--- config.mk ---
export PLATFORM = sky130hd
export DESIGN_NAME = jk_bank_arbiter_flat
export DESIGN_NICKNAME = d
export VERILOG_FILES = /design/src/rtl/jk_bank_arbiter_if.sv /design/src/rtl/jk_bank_arbiter.sv /design/src/flat_wrapper.sv
export SDC_FILE = /design/constraint.sdc
export NUM_CORES = 1
export LEC_CHECK = 0
export ABC_AREA = 1
export CORE_MARGIN = 4
export CORE_UTILIZATION = 55
export CTS_CLUSTER_SIZE = 16
export DETAILED_ROUTE_END_ITERATION = 10
export DONT_BUFFER_PORTS = 1
export PLACE_DENSITY = 0.7
export SYNTH_ARGS = -nofsm -noshare
export SYNTH_HDL_FRONTEND = slang
export SYNTH_SLANG_ARGS = --single-unit
--- constraint.sdc ---
create_clock -name clk -period 1.8 [get_ports clk]
set_input_delay 0.18 -clock clk [delete_from_list [all_inputs] [get_ports clk]]
set_output_delay 0.18 -clock clk [all_outputs]
set_load 0.05 [all_outputs]
--- src/rtl/jk_bank_arbiter_if.sv ---
// Request/grant bus between control agents and the shared JK flag bank.
// Handshake: a request transfers at a rising clk edge when req_valid[i] & req_ready[i].
interface jk_bank_arbiter_if #(
  parameter int NREQ  = 4,
  parameter int NBITS = 8,
  parameter int AW    = 3,
  parameter int IDW   = 2
);
  logic                 freeze;
  logic [NREQ-1:0]      req_valid;
  logic [2*NREQ-1:0]    req_op;
  logic [AW*NREQ-1:0]   req_addr;
  logic [NREQ-1:0]      req_ready;
  logic [NBITS-1:0]     q;
  logic                 done_valid;
  logic [IDW-1:0]       done_id;
  logic                 done_err;

  modport master (
    output freeze, req_valid, req_op, req_addr,
    input  req_ready, q, done_valid, done_id, done_err
  );

  modport slave (
    input  freeze, req_valid, req_op, req_addr,
    output req_ready, q, done_valid, done_id, done_err
  );
endinterface

--- src/rtl/jk_bank_arbiter.sv ---
// Round-robin arbiter granting one JK op per cycle into a shared flag bank.
// Grant is combinational; the op is staged one cycle and applied with SR logic.
module jk_bank_arbiter #(
  parameter int NREQ  = 4,
  parameter int NBITS = 8,
  parameter int AW    = 3,
  parameter int IDW   = 2
) (
  input logic              clk,
  input logic              rst,
  jk_bank_arbiter_if.slave bus
);

  logic [IDW-1:0]   ptr_q, ptr_d;
  logic             found_hi, found_lo;
  logic [IDW-1:0]   win_hi, win_lo, win_id;
  logic             grant;
  logic [NREQ-1:0]  ready;
  logic [1:0]       sel_op;
  logic [AW-1:0]    sel_addr;

  logic             stg_valid_q;
  logic [IDW-1:0]   stg_id_q;
  logic [1:0]       stg_op_q;
  logic [AW-1:0]    stg_addr_q;

  logic [NBITS-1:0] q_q, q_d;
  logic             done_valid_q;
  logic [IDW-1:0]   done_id_q;
  logic             done_err_q;
  logic             addr_err;
  logic             set_bit, clr_bit;

  // Winner is the first valid at or above ptr, else the lowest valid below it.
  always_comb begin
    found_hi = 1'b0;
    found_lo = 1'b0;
    win_hi   = '0;
    win_lo   = '0;
    for (int i = 0; i < NREQ; i++) begin
      if (bus.req_valid[i] && !found_hi && (i >= int'(ptr_q))) begin
        found_hi = 1'b1;
        win_hi   = IDW'(i);
      end
      if (bus.req_valid[i] && !found_lo) begin
        found_lo = 1'b1;
        win_lo   = IDW'(i);
      end
    end
    win_id = found_hi ? win_hi : win_lo;
    grant  = found_lo && !bus.freeze && !rst;
    ready  = grant ? (NREQ'(1) << win_id) : '0;
  end

  always_comb begin
    sel_op   = '0;
    sel_addr = '0;
    for (int i = 0; i < NREQ; i++) begin
      if (win_id == IDW'(i)) begin
        sel_op   = bus.req_op[2*i +: 2];
        sel_addr = bus.req_addr[AW*i +: AW];
      end
    end
  end

  always_comb begin
    ptr_d = ptr_q;
    if (grant) begin
      ptr_d = (int'(win_id) == NREQ - 1) ? '0 : win_id + 1'b1;
    end
  end

  // Apply stage: s = j & ~q, r = k & q, evaluated on the current bank value.
  always_comb begin
    q_d      = q_q;
    set_bit  = 1'b0;
    clr_bit  = 1'b0;
    addr_err = int'(stg_addr_q) >= NBITS;
    for (int b = 0; b < NBITS; b++) begin
      if (stg_valid_q && (stg_addr_q == AW'(b))) begin
        set_bit = stg_op_q[1] & ~q_q[b];
        clr_bit = stg_op_q[0] &  q_q[b];
        if (set_bit) begin
          q_d[b] = 1'b1;
        end else if (clr_bit) begin
          q_d[b] = 1'b0;
        end
      end
    end
  end

  always_ff @(posedge clk or posedge rst) begin
    if (rst) begin
      ptr_q        <= '0;
      stg_valid_q  <= 1'b0;
      stg_id_q     <= '0;
      stg_op_q     <= '0;
      stg_addr_q   <= '0;
      q_q          <= '0;
      done_valid_q <= 1'b0;
      done_id_q    <= '0;
      done_err_q   <= 1'b0;
    end else begin
      ptr_q       <= ptr_d;
      stg_valid_q <= grant;
      if (grant) begin
        stg_id_q   <= win_id;
        stg_op_q   <= sel_op;
        stg_addr_q <= sel_addr;
      end
      q_q          <= q_d;
      done_valid_q <= stg_valid_q;
      if (stg_valid_q) begin
        done_id_q <= stg_id_q;
      end
      done_err_q <= stg_valid_q & addr_err;
    end
  end

  assign bus.req_ready  = ready;
  assign bus.q          = q_q;
  assign bus.done_valid = done_valid_q;
  assign bus.done_id    = done_id_q;
  assign bus.done_err   = done_err_q;

endmodule

--- src/flat_wrapper.sv ---
// flat-port wrapper written by rule: the top's interface ports become plain ports
module jk_bank_arbiter_flat 
#(
  parameter int NREQ  = 4,
  parameter int NBITS = 8,
  parameter int AW    = 3,
  parameter int IDW   = 2
)
  (clk, rst, bus_freeze, bus_req_valid, bus_req_op, bus_req_addr, bus_req_ready, bus_q, bus_done_valid, bus_done_id, bus_done_err);
  jk_bank_arbiter_if #(.NREQ(NREQ), .NBITS(NBITS), .AW(AW), .IDW(IDW)) bus_i ();
  input logic clk;
  input logic rst;
  input wire logic [$bits(bus_i.freeze)-1:0] bus_freeze;
  input wire logic [$bits(bus_i.req_valid)-1:0] bus_req_valid;
  input wire logic [$bits(bus_i.req_op)-1:0] bus_req_op;
  input wire logic [$bits(bus_i.req_addr)-1:0] bus_req_addr;
  output wire logic [$bits(bus_i.req_ready)-1:0] bus_req_ready;
  output wire logic [$bits(bus_i.q)-1:0] bus_q;
  output wire logic [$bits(bus_i.done_valid)-1:0] bus_done_valid;
  output wire logic [$bits(bus_i.done_id)-1:0] bus_done_id;
  output wire logic [$bits(bus_i.done_err)-1:0] bus_done_err;
  assign bus_i.freeze = bus_freeze;
  assign bus_i.req_valid = bus_req_valid;
  assign bus_i.req_op = bus_req_op;
  assign bus_i.req_addr = bus_req_addr;
  assign bus_req_ready = bus_i.req_ready;
  assign bus_q = bus_i.q;
  assign bus_done_valid = bus_i.done_valid;
  assign bus_done_id = bus_i.done_id;
  assign bus_done_err = bus_i.done_err;
  jk_bank_arbiter #(.NREQ(NREQ), .NBITS(NBITS), .AW(AW), .IDW(IDW)) u_core (.clk(clk), .rst(rst), .bus(bus_i));
endmodule
Word-level counts from Yosys, hierarchy flattened
Index checks and enable logic that the tools add are counted.
- flip-flop bits (word level): 21
- input bits: 27
- output and inout port bits: 16
- logic and storage cells: 141
- equal/unequal tests: 11
- magnitude comparators: 3
- muxes and demuxes: 41
- bitwise logic cells: 24
- shift-type cells: 1
- reduce and logical (&&, ||, !) cells: 45
- add/subtract/negate cells: 1
- operators by type and width (kind ; count):
    $mux 1 ; 26
    $mux 2 ; 10
    $logic_and 1x1->1 ; 19
    $and 1x1->1 ; 16
    $reduce_and 2->1 ; 8
    $reduce_bool 2->1 ; 8
    $eq 3x3->1 const B ; 4
    $mux 3 ; 4
    $logic_not 1->1 ; 8
    $not 1->1 ; 8
    $eq 3x2->1 const B ; 2
    $eq 2x1->1 const B ; 2
    $eq 2x2->1 const B ; 2
    $ge 1x2->1 const A ; 2
    $mux 4 ; 1
    $shl 1x2->4 const A ; 1
    $eq 3x1->1 const B ; 1
    $logic_not 3->1 ; 1
    $add 2x1->2 const B ; 1
    $ge 2x2->1 const A ; 1
    $logic_not 2->1 ; 1

Longest topological paths before layout
- depth after elaboration: 20
- mapped depth: 14
- mapped depth without buffers: 13

Least setup slack after synthesis
No wires, ideal clock.
- path kind: reg2out
- from: register u_core.ptr_q[1]
- to: output bus_req_ready[1]
- cell stages (with the launch flop): 10
- required time: 1.620 ns
- slack: -0.236 ns
- buffers on the path: 1
- arrival: 1.856 ns
- cell sequence: dfrtp_1 -> nor2_2 -> nor2_1 -> nor2_2 -> nand2_2 -> inv_1 -> ha_1 -> buf_2 -> inv_1 -> nor2_1
- word-level cells in the longest chain between the ends: 17
- elaborated cells between the ends (all ways): 22
- classes of those cells: order compare: 3; shift: 1; mux: 9; reduce/logical: 9
- ends and longest elaborated chain (item ; RTL line ; source):
    start: declaration ; jk_bank_arbiter.sv:14 ; logic [IDW-1:0] ptr_q, ptr_d;
    start signal: assignment ; jk_bank_arbiter.sv:104 ; ptr_q <= ptr_d;
    $ge 1x2->1 ; jk_bank_arbiter.sv:41 ; if (bus.req_valid[i] && !found_hi && (i >= int'(ptr_q))) begin
    $logic_and 1x1->1 ; jk_bank_arbiter.sv:41 ;
    $mux 1 ; jk_bank_arbiter.sv:41 ;
    $logic_not 1->1 ; jk_bank_arbiter.sv:41 ;
    $logic_and 1x1->1 (2 in a row) ; jk_bank_arbiter.sv:41 ;
    $mux 1 ; jk_bank_arbiter.sv:41 ;
    $logic_not 1->1 ; jk_bank_arbiter.sv:41 ;
    $logic_and 1x1->1 (2 in a row) ; jk_bank_arbiter.sv:41 ;
    $mux 1 ; jk_bank_arbiter.sv:41 ;
    $logic_not 1->1 ; jk_bank_arbiter.sv:41 ;
    $logic_and 1x1->1 ; jk_bank_arbiter.sv:41 ;
    $mux 2 or $mux 1 (tied branches) ; jk_bank_arbiter.sv:41 ;
    $mux 2 (*) ; jk_bank_arbiter.sv:50 ; win_id = found_hi ? win_hi : win_lo;
    net u_core.win_id[0] ; jk_bank_arbiter.sv:16 ; logic [IDW-1:0] win_hi, win_lo, win_id;
    $shl 1x2->4 (*) ; jk_bank_arbiter.sv:52 ; ready = grant ? (NREQ'(1) << win_id) : '0;
    $mux 4 (*) ; jk_bank_arbiter.sv:52 ;
    end: declaration ; flat_wrapper.sv:17 ; output wire logic [$bits(bus_i.req_ready)-1:0] bus_req_ready;
The timed path passes the listed nets; every way through them passes the cells marked *.

Final worst setup path
Same ends and word-level chain as after synthesis.

==> flow_summary.toml <==
[critical_path]
r2r_cells = 13
worstSetupPathType = "reg2out"
crit_chain = "nor2_4, nor2_4, nor2_4, nand2_4, inv_4, ha_4, inv_2, nor2_4, buf_12"
r2r_slack_ns = -0.12
r2r_end = "u_core.stg_addr_q[2]"
endpoint_kind = "primary output"
crit_path_max_fanout = 4
cpPeakStageDelay_ns = 0.50
arrival_ns = 1.76
cp_slowest_cell = "dfrtp_2"
crit_top_cell = "nor2_4"
worstPathRequired_ns = 1.62
regToRegStartpoint = "u_core.ptr_q[1]"
start_kind = "flip-flop"

[clocking]
cts_tree = "done"
clock_sinks = 21
clkSlewWorstSetupHoldPaths_ns = 0.12
clk_latency_ns = 0.30
cts_buffers = 3
clockBufferDepth = 2
ctsHtreeMaxLevel = 1
cts_root_buffer = "clkbuf_4"

[route]
drtPass1Iterations = 4
wl_per_cell_um = 15.3
ant_nets = 0
routed_wl_mm = 3.36
drc_errors = 0
num_vias = 1225
drt_iter0_markers = 31
vias_per_cell = 5.59

[synthesis]
syn_area_per_cell_um2 = 7.37
ys_seq_area_frac = 0.410
syn_nets = 205
syn_area_mm2 = 0.00128
syn_inst = 174
synthTopCellsByArea = "dfrtp_1, nand2_1, nor2_1, inv_1, o31ai_1"
synth-seq-cells = 21
yosysUniqueCellTypes = 22
netlist.area_leader.share = 0.410
yosysTopAreaCell = "dfrtp_1"
ys_warn_count = 0

[grt]
overflow = 0
grt_max_degree = 22
gr-usage-all-layers = 0.203
grt_pass1_vias = 1194
grt_pass1_wl_mm = 5.15
antenna_found_initial = 0

[min_path]
min_path_cells = 2
worst_hold_path.endpoint = "u_core.stg_op_q[1]"
worstHoldPathType = "in2reg"
min-delay-start = "bus_req_op[7]"

[placed_design]
dp_hpwl_mm = 2.04
dp.cells = 202
portBuffers = 0
placedInstanceArea_mm2 = 0.00138
place.gp.congestion = 0.817

[final_layout]
syn_to_final_growth_pct = 29.7
drive_gt1_frac = 0.293
diodes = 0
stdcell_count = 219
register_area_um2 = 528
finalInstanceArea_mm2 = 0.00166
n_fill_cell = 160
layout_common_cells = "nand2_1, nor2_1, dfrtp_1"
layout.nets = 223
multi_input_area_um2 = 807
layout_commonest_cell = "nand2_1"

[floorplan]
core_mm2 = 0.00221
die_area_mm2 = 0.00317
pin_count = 43
placementRows = 17
die_w_um = 56.3
initial_utilization = 0.580
dieHeight_um = 56.3

[job]
cap_violations = 0

[timing]
grt_setup_unrepaired = "true"
slew_headroom = 0.487
fmax_mhz = 515
fin_skew_ns = 0.00226
setup_violations = 9
tns_ns = -0.920
fin_crit_sh = 1.08
hold_viol_final = 0
worstMarginPinSlew_ns = 0.769
finalCriticalPeriod_ns = 1.94
fin_ws_ns = -0.143
slew_viol_final = 0

[pwr]
leakage_nw = 0.785
ir_drop_mv = 0.955
p_per_area_mw_per_mm2 = 1480
p_total_mw = 2.46

[run_status]
violations = "negative setup slack"
status = "finished, violations left"
-- cells by family after synthesis --
kind of cell | Yosys count | share of synthesized area
AOI/OAI and AO/OA | 19 | 0.0927
adders and majority gates | 4 | 0.0390
buffers and inverters | 22 | 0.0751
DFF | 21 | 0.410
and+or+nand+nor | 107 | 0.380
other | 1 | 0.00292
-- power breakdown --
part           switching [mW]  internal [mW]  total (mW)
logic                   0.665          0.445        1.11
registers               0.488          0.640        1.13
clock network           0.140         0.0863       0.226
total                    1.29           1.17        2.46
-- cells in the mapped netlist, drive strengths merged --
master and n:
ha 4, dfrtp 21, nand2 58, nor2 36, a21oi 1, inv 18
buf 4, nor3 1, conb 1, o31ai 8, nand4 5, o21ai 10
nand3 7
-- layer usage --
layer  vias to the layer above  GRT usage  part of all wire
li1                        584          -                 -
met1                       581      0.218              0.37
met2                        50      0.356              0.51
met3                        10     0.0667             0.085
met4                         0     0.0983             0.026
met5                         -          0                 0
-- final cells by class --
type	instances	area share
repair buffers	17	0.115
clock buffers	4	0.0158
inverters	18	0.0451
well taps	28	0.0211
multi-input cells	131	0.485
flip-flops and latches	21	0.318
-- worst max-delay path by stage --
stage / from / end
global placement: u_core.ptr_q[1] / bus_req_ready[1]
floorplan: u_core.ptr_q[1] / bus_req_ready[1]
CTS: u_core.ptr_q[1] / bus_req_ready[2]
finish: u_core.ptr_q[1] / bus_req_ready[1]
detailed placement: u_core.ptr_q[1] / bus_req_ready[1]
global route: u_core.ptr_q[1] / u_core.stg_addr_q[2]
-- through the flow --
stage               hold WS (ns)  setup WS (ns)  utilization
floorplan                  0.157        -0.0217            -
global placement           0.241       -0.00815        0.626
detailed placement         0.257        -0.0288        0.626
CTS                       0.0388         -0.110        0.717
global route              0.0553         -0.228        0.752
finish                    0.0475         -0.143        0.752
-- what timing repair did --
item	CTS	global route
endpoints found under the hold margin	21	0
hold buffers	1	0
setup endpoints to repair	9	10
gates resized for setup	21	21
setup buffers	12	2
pin swaps	14	13
-- state kept, by name, summed over array words and instances, names as in the netlist --
| register | cells |
|---|---|
| u_core.bus.done_id | 2 |
| u_core.stg_addr_q | 3 |
| u_core.stg_valid_q | 1 |
| u_core.stg_op_q | 2 |
| u_core.bus.done_valid | 1 |
| u_core.bus.q | 8 |
| u_core.ptr_q | 2 |
| u_core.stg_id_q | 2 |
-- critical path: cells and delay by family, from the launching register on --
family	cells	cell delay (ns)
AND/OR/NAND/NOR	5	0.54
buffers and inverters	3	0.27
flip-flops	1	0.50
adder cells (fa/ha/maj)	1	0.14
Power figures use the tool's default switching activity.
